--- config.mk ---
export PLATFORM = sky130hd
export DESIGN_NAME = host_mailbox
export DESIGN_NICKNAME = d
export VERILOG_FILES = /design/src/rtl/host_mailbox.sv
export SDC_FILE = /design/constraint.sdc
export NUM_CORES = 1
export LEC_CHECK = 0
export CAP_MARGIN = 20
export CORE_MARGIN = 5
export CORE_UTILIZATION = 30
export DETAILED_ROUTE_END_ITERATION = 8
export SLEW_MARGIN = 5
export SYNTH_ARGS = -nofsm -noshare
export SYNTH_HDL_FRONTEND = slang
export SYNTH_SLANG_ARGS = --single-unit
--- constraint.sdc ---
create_clock -name clk -period 5.8 [get_ports clk]
set_input_delay 1.16 -clock clk [delete_from_list [all_inputs] [get_ports clk]]
set_output_delay 1.16 -clock clk [all_outputs]
set_load 0.01 [all_outputs]
--- src/rtl/host_mailbox.sv ---
// Memory-mapped test mailbox: tohost completion register, fromhost register, console byte FIFO.
// Optional HOST_MAILBOX_TIMEOUT_EN adds a watchdog that forces a failing completion.
module host_mailbox #(
    parameter int          FIFO_DEPTH     = 16,
    parameter logic [31:0] FROMHOST_RESET = 32'h0
`ifdef HOST_MAILBOX_TIMEOUT_EN
    ,parameter int         TIMEOUT_CYCLES = 5000
`endif
) (
    input  logic        clk,
    input  logic        rst,
    input  logic        sel,
    input  logic        we,
    input  logic [3:0]  addr,
    input  logic [31:0] wdata,
    input  logic [3:0]  wstrb,
    output logic        ready,
    output logic [31:0] rdata,
    output logic        rvalid,
    output logic        done,
    output logic        pass,
    output logic [30:0] fail_code,
    output logic        con_valid,
    output logic [7:0]  con_data,
    input  logic        con_ready,
    input  logic        fromhost_wr,
    input  logic [31:0] fromhost_data
`ifdef HOST_MAILBOX_TIMEOUT_EN
    ,output logic       timeout
`endif
);
    localparam int AW = $clog2(FIFO_DEPTH);

    typedef enum logic {IDLE, DONE} state_t;
    state_t state;

    logic [31:0] tohost, fromhost;
    logic [AW:0] wr_ptr, rd_ptr, count;
    logic [7:0]  mem [FIFO_DEPTH];
    logic        full, empty, accept, push, pop;
    logic        con_st, toh_st, frh_st;
    logic [31:0] toh_new, frh_new, rd_val;
    logic        unused_addr;

    assign unused_addr = ^addr[1:0];

    function automatic logic [31:0] merge(input logic [31:0] old, input logic [31:0] d,
                                          input logic [3:0] st);
        logic [31:0] r;
        r = old;
        for (int b = 0; b < 4; b++)
            if (st[b]) r[8*b +: 8] = d[8*b +: 8];
        return r;
    endfunction

    assign count  = wr_ptr - rd_ptr;
    assign empty  = (wr_ptr == rd_ptr);
    assign full   = (count == (AW+1)'(FIFO_DEPTH));

    assign con_st = we && (addr[3:2] == 2'd2);
    assign toh_st = we && (addr[3:2] == 2'd0);
    assign frh_st = we && (addr[3:2] == 2'd1);

    // Stall is decided from the pre-edge full flag, so a same-cycle pop cannot free the slot.
    assign ready  = sel && !(con_st && full);
    assign accept = sel && ready;
    assign push   = accept && con_st && wstrb[0];
    assign pop    = !empty && con_ready;

    assign con_valid = !empty;
    assign con_data  = empty ? 8'h0 : mem[rd_ptr[AW-1:0]];

    assign toh_new = merge(tohost, wdata, wstrb);
    assign frh_new = merge(fromhost, wdata, wstrb);

    always_comb begin
        rd_val = 32'h0;
        case (addr[3:2])
            2'd0: rd_val = tohost;
            2'd1: rd_val = fromhost;
            2'd2: rd_val = {23'b0, full, 8'(count)};
            2'd3: rd_val = {29'b0, full, pass, done};
        endcase
    end

    // FIFO storage has no reset; emptiness is tracked by the pointers alone.
    always_ff @(posedge clk)
        if (push) mem[wr_ptr[AW-1:0]] <= wdata[7:0];

    always_ff @(posedge clk or posedge rst) begin
        if (rst) begin
            wr_ptr <= '0;
            rd_ptr <= '0;
        end else begin
            if (push) wr_ptr <= wr_ptr + 1'b1;
            if (pop)  rd_ptr <= rd_ptr + 1'b1;
        end
    end

    always_ff @(posedge clk or posedge rst) begin
        if (rst) begin
            rdata    <= 32'h0;
            rvalid   <= 1'b0;
            tohost   <= 32'h0;
            fromhost <= FROMHOST_RESET;
        end else begin
            rvalid <= accept && !we;
            if (accept && !we) rdata <= rd_val;
            if (accept && toh_st) tohost <= toh_new;
            if (fromhost_wr)
                fromhost <= fromhost_data;
            else if (accept && frh_st)
                fromhost <= frh_new;
        end
    end

`ifdef HOST_MAILBOX_TIMEOUT_EN
    logic [31:0] tmr;
`endif

    always_ff @(posedge clk or posedge rst) begin
        if (rst) begin
            state     <= IDLE;
            done      <= 1'b0;
            pass      <= 1'b0;
            fail_code <= 31'h0;
`ifdef HOST_MAILBOX_TIMEOUT_EN
            timeout   <= 1'b0;
            tmr       <= 32'h0;
`endif
        end else begin
            case (state)
                IDLE: begin
                    if (accept && toh_st && toh_new[0]) begin
                        state     <= DONE;
                        done      <= 1'b1;
                        pass      <= (toh_new[31:1] == 31'h0);
                        fail_code <= toh_new[31:1];
                    end
`ifdef HOST_MAILBOX_TIMEOUT_EN
                    else if (tmr == 32'(TIMEOUT_CYCLES - 1)) begin
                        state     <= DONE;
                        done      <= 1'b1;
                        pass      <= 1'b0;
                        fail_code <= 31'h7FFFFFFF;
                        timeout   <= 1'b1;
                    end else begin
                        tmr <= tmr + 32'h1;
                    end
`endif
                end
                DONE: state <= DONE;
                default: state <= IDLE;
            endcase
        end
    end
endmodule
==> metrics.txt, run 1 <==
status=completed; hold path cells=2; Setup Fix Bufs, Post-CTS=0; DR DRC count=0; EDFF count, synth=between 100 and 150; clock buffers created by TritonCTS=29; Worst Skew=21.2 ps; Critical-path top delay cell=clkdlybuf4s50_1; setup violators final=0; Crit Path Category=flip-flop to primary output; sequential share of the synthesized area=about 63%; max incr delay on CP=between 600 and 700 ps; die area=approximately 0.043 sq mm; initial antenna violation count=5; post-route ant nets=0; DRT Wirelength=30.6 mm; global route total overflow=0; Yosys top cell by area=edfxtp_1; hold path endpoint=rdata[24]; R2R Setup Slk=approximately 2500 ps; fmax=roughly 0.21 GHz; worst slew pin tran=885 ps; gr usage total=around 14%; Max VDD drop=between 0.2 and 0.25 mV; gpl congestion=~0.77; CP Cell Sequence=inv_1 > ha_1 > a21oi_1 > a21oi_1 > nor4_4 > a41oi_1 > clkdlybuf4s50_1; Skew-Pair Late Insertion Delay=roughly 540 ps; Final Core Density=approximately 38%; H-tree depth=1; hold_sp=rdata[24]; share of Yosys cell area claimed by the top area cell type=about a third; site row count=72; RSZ-0062 raised after global routing=false; CORE AREA=around 0.039 sq mm; routed len/inst=between 15 and 20 microns; die height=between 200 and 250 microns; die width=approximately 210 microns; vias post-DR=7,370; number of max-cap violations=0; setup_tns=0 ps; critical path endpoint category=primary output; number of synthesized register bits=269; I/O pin cnt=154; first-pass GRT wire length=roughly 48 mm; Layout Cells excl Fill=about 1,500; DRT iter0 DRCs=between 300 and 400; Nets=roughly 1,100; Storage cell area=around 0.0074 sq mm; synthesized area per cell=13.8 sq um; vias per inst=4.78; crit path DAT=about 3500 ps; area growth from synthesis to layout=25.5%; synth warn=0; Post-Syn Instances=between 800 and 900; fin crit share=between 80% and 90%; vias in the first global route=around 7,700; detailed placement HPWL=approximately 21 mm; Hold Path Class=flip-flop to flip-flop; reg2reg path depth=7; crit-path max FO=11; Netlist cell types=46; clock slew at reported path FFs=60 ps; Clock Tree Root=clkbuf_16; commonest non-fill, non-tap cell in the layout=clkdlybuf4s50_1; synth top area cells=edfxtp_1 (33%), dfrtp_1 (30%), mux2i_1 (8.7%); Min Hold Slack=about 480 ps; min Tclk post-route=4660 ps; Hold Vio Cnt, Final=0; clock sink count=between 200 and 300; maximum clock path buffer count=3; Max-Slew Margin vs Limit=between 40 and 50%; PortBufs=about 150; Slew Limit Fails=0; fillers=approximately 3,800; Synth Net Count=slightly above 900; CTS tree=done; R2R Path End=mem[8][3]; Post-synth ARST share=between 50% and 60%; Main synth FF type=dfrtp_1; layout cells sized above 1=13.4%; Initial Utilization=approximately 30%; most used cell, CP=a21oi_1; CP required=between 4000 and 5000 ps; power per cell area=between 400 and 500 mW/mm^2; Post-CTS Hold Buffers=0; largest net degree at the start of global routing=just under 70; synthesized area=0.0117 sq mm; Multi-input gate area=just over 0.004 sq mm; R2R Path Start=rd_ptr[3]; most frequent cells in the layout=clkdlybuf4s50_1 (149), dfrtp_1 (140), edfxtp_1 (128), mux2i_1 (101), nand2_1 (92); placed cells=between 1,000 and 1,500; Gates resized, CTS repair=0; Leak Pwr=just under 6 nW; Worst setup SP type=flip-flop; first-pass detailed-route iteration total=5
[worst max-delay path, delay by kind of cell (launching register included)]
family,cells,cell delay (ps)
flip-flops,1,590
AO/OA/AOI/OAI,3,600
buffers and inverters,2,880
AND/OR/NAND/NOR,1,510
adder cells (fa/ha/maj),1,390
[Yosys cell counts, types with 2 or more instances]
cell type  number
nand4_1         5
buf_1           5
mux2_2         33
xnor2_1         5
nor2_1         46
and2_1          5
inv_1          10
nor3_1         10
dfrtp_1       141
a21oi_1        44
o21ai_0        60
nand3_1         2
xor2_1          6
buf_4           5
mux4_2         34
mux2i_1       101
ha_1            9
or2_2           2
buf_2          15
nor4_1          6
nor2b_1         6
nand2_1        92
clkinv_1        2
clkbuf_1       18
and3_1         21
edfxtp_1      128
a31oi_1         3
a211oi_1       10
or4_1           3
nand2b_1        4
[registers in the layout, summed over array words and instances, names as in the netlist]
name       count
fail_code     31
rdata         32
wr_ptr         5
mem          128
state          1
rd_ptr         5
pass           1
fromhost      32
tohost        32
rvalid         1
done           1
[power breakdown]
part / switching, W / total [W] / internal (W)
combinational: 0.000928 / 0.00188 / 0.000954
clock: 0.000729 / 0.00172 / 0.000993
sequential: 0.000209 / 0.00246 / 0.00225
[routing by layer]
| metal | vias to the layer above | GRT usage (%) | part of all wire (%) |
|---|---|---|---|
| met5 | - | 0 | 0.16 |
| met4 | 8 | 2.33 | 1.6 |
| met3 | 42 | 4.01 | 6.6 |
| met2 | 178 | 22.4 | 47 |
| met1 | 3698 | 19.2 | 45 |
| li1 | 3444 | - | - |
[stage by stage]
step                      instance area (sq um)  power (W)  setup WS, ps
final                                     14600    0.00606          1140
after global routing                      14600    0.00640           997
after CTS                                 14600    0.00614          1180
after detailed placement                  13700    0.00440          1640
after global placement                    13700    0.00437          1650
after floorplan                           11700    0.00355           859
[cell families (layout without fill, tap and decap cells)]
family	Yosys count	count (layout)	share of synthesized area (%)
other	0	1	0
buffers and inverters	57	234	2.22
flip-flops	269	269	63.2
AO/OA/AOI/OAI	126	126	5.95
multiplexers	169	169	18.6
AND/OR/NAND/NOR	205	205	8.08
adder cells (fa/ha/maj)	10	10	1.14
XOR/XNOR	11	11	0.826
[worst max-delay path by stage]
stage               startpoint  depth (start not counted)     to
floorplan                  rst                          1   done
global placement       addr[3]                          4  ready
detailed placement     addr[3]                          4  ready
CTS                  rd_ptr[3]                          7  ready
global route         rd_ptr[3]                          7  ready
finish               rd_ptr[3]                          7  ready
[final cells by class]
type | count | area share, %
sequential | 269 | 50.4
multi-input combinational | 521 | 27.6
timing repair buffer | 170 | 11.2
clock buffer | 45 | 5.78
tap | 518 | 4.43
inverter | 13 | 0.368
clock inverter | 6 | 0.214
antenna | 1 | 0.0171
No activity file was read; power rests on OpenSTA's default activity.
==> run 2, diff against run 1 <==
Clock period 5.8 ns to 4 ns, I/O delays scaled along.
==> run 2 against run 1 <==
Compared with the run above: non-clock buffer count rose by 10; sequential share of layout area shrank 0.30 points; combinational power up 48%; total power grew 47%; cell area grew 0.62%.
==> metrics.txt, run 2 (synthesis gave the netlist of run 1 again) <==
RSZ-0062 raised after global routing=false; vias per inst=4.82 (+1.0%); CTS tree=done; Initial Utilization=30.2% (unchanged); die height=207 microns (unchanged); CP required=3200 ps (-1440 ps); setup_tns=0 ps (unchanged); Critical-path top delay cell=clkdlybuf4s50_1; worst slew pin tran=892 ps (+6.83 ps); PortBufs=151 (unchanged); commonest non-fill, non-tap cell in the layout=clkdlybuf4s50_1; most frequent cells in the layout=clkdlybuf4s50_1 (148), dfrtp_1 (139), edfxtp_1 (128), mux2i_1 (101), nand2_1 (92); min Tclk post-route=3680 ps; Max-Slew Margin vs Limit=40.5% (-0.24 points); crit path DAT=2880 ps (-620 ps); vias in the first global route=7,667 (-0.99%); fin crit share=91.9%; Slew Limit Fails=0 (unchanged); largest net degree at the start of global routing=142 (+110%); power per cell area=604 mW/mm^2 (+46%); initial antenna violation count=4 (-1); R2R Setup Slk=770 ps (-1770 ps); Setup Fix Bufs, Post-CTS=0 (unchanged); global route total overflow=0 (unchanged); clock buffers created by TritonCTS=28 (-3.4%); fmax=approximately 0.27 GHz; Hold Path Class=flip-flop to flip-flop; ANT cells=0 (-1); crit-path max FO=11 (unchanged); Worst Skew=7.90 ps (-13.3 ps); CORE AREA=0.0386 sq mm (unchanged); maximum clock path buffer count=3 (unchanged); Skew-Pair Late Insertion Delay=540 ps (about the same); die area=0.0429 sq mm (unchanged); Hold Vio Cnt, Final=0 (unchanged); detailed placement HPWL=21.5 mm (+3.1%); gpl congestion=0.783 (+2.2%); crit-path leading delay family=buffers and inverters; site row count=72 (unchanged); setup violators final=0 (unchanged); fillers=3,744 (-0.35%); clock sink count=269 (unchanged); area growth from synthesis to layout=26.3%; Clock Tree Root=clkbuf_16; max reg flops=128 (unchanged); Final Core Density=38.2% (+0.23 points); gr usage total=14.3% (+0.35 points); DR DRC count=0 (unchanged); vias post-DR=7,483 (+1.5%); H-tree depth=1 (unchanged); Buf+Inv Stages, Crit Path=3 (+1); post-route ant nets=0 (unchanged); Crit Path Category=flip-flop to primary output; critical path endpoint category=primary output; number of max-cap violations=0 (unchanged); CP Cell Sequence=inv_1 > ha_1 > nand4_1 > nor2_1 > buf_4 > a211oi_1 > clkdlybuf4s50_1; Max VDD drop=0.325 mV (+47%); DRT Wirelength=31.3 mm (+2.2%); die width=207 microns (unchanged); layout cells sized above 1=14.1% (+0.75 points); max incr delay on CP=600 ps (-20 ps); status=completed; Power Total=0.00889 W (+47%); Worst setup SP type=flip-flop; Leak Pwr=5.91 nW (+0.85%); DRT iter0 DRCs=458 (+32%); I/O pin cnt=154 (unchanged); routed len/inst=20.2 microns (+1.7%); Nets=1,101 (+0.82%); first-pass detailed-route iteration total=5 (unchanged); clock slew at reported path FFs=60 ps (about the same); first-pass GRT wire length=48.1 mm (+1.1%)
==> run 2: stage by stage <==
step	cell area, sq um	cells	hold slack, ps	setup slack [ps]
2_1_floorplan	11700	847	445	1040
3_3_place_gp	13900	1501	462	617
3_5_place_dp	13900	1501	468	572
4_1_cts	14700	1551	484	167
5_1_grt	14700	1551	510	153
6_report	14700	1551	473	323
==> run 2: cell type report <==
| cell class | count | area, sq um | area share (%) |
|---|---|---|---|
| Sequential cell | 269 | 7370 | 50.1 |
| Multi-Input combinational cell | 521 | 4040 | 27.4 |
| Timing Repair Buffer | 180 | 1750 | 11.9 |
| Clock buffer | 43 | 767 | 5.21 |
| Tap cell | 518 | 648 | 4.40 |
| Clock inverter | 7 | 96.3 | 0.654 |
| Inverter | 13 | 52.6 | 0.357 |
==> run 2: final timing paths <==
check / start / to / cells past startpoint
setup reg to reg: rd_ptr[3] / mem[0][3] / 8
setup / recovery: rd_ptr[3] / con_data[4] / 7
hold / removal: rdata[31] / rdata[31] / 2
hold reg to reg: rdata[31] / rdata[31] / 2
min in group asynchronous: rst / fail_code[13] / 3
max in group asynchronous: rst / rd_ptr[0] / 3
==> run 2: power by group <==
part / switching [W] / internal [W] / leakage [nW] / total (W)
Sequential: 0.000328 / 0.00326 / 2.90 / 0.00359
Combinational: 0.00135 / 0.00144 / 2.59 / 0.00279
Clock: 0.00106 / 0.00144 / 0.420 / 0.00250
Total: 0.00274 / 0.00614 / 5.91 / 0.00889
==> run 2: worst min-delay path, stage by stage (launching register included) <==
cell and delay [ps]:
dfrtp_1 340, nand2_1 50, o21ai_0 60
==> run 2: per-layer routing <==
layer  vias to the layer above  wire, microns  global-route usage, %
met1                      3741          14100                   20.4
li1                       3466              -                      -
met3                        41           2360                   3.84
met2                       227          14200                   22.2
met5                         -             52                      0
met4                         8            540                   2.67
==> run 2: timing repair <==
action / CTS / global route
cloned: 0 / 0
endpoints found under the setup margin: 1 / 1
resized for setup: 1 / 1
hold buffers: 0 / 0
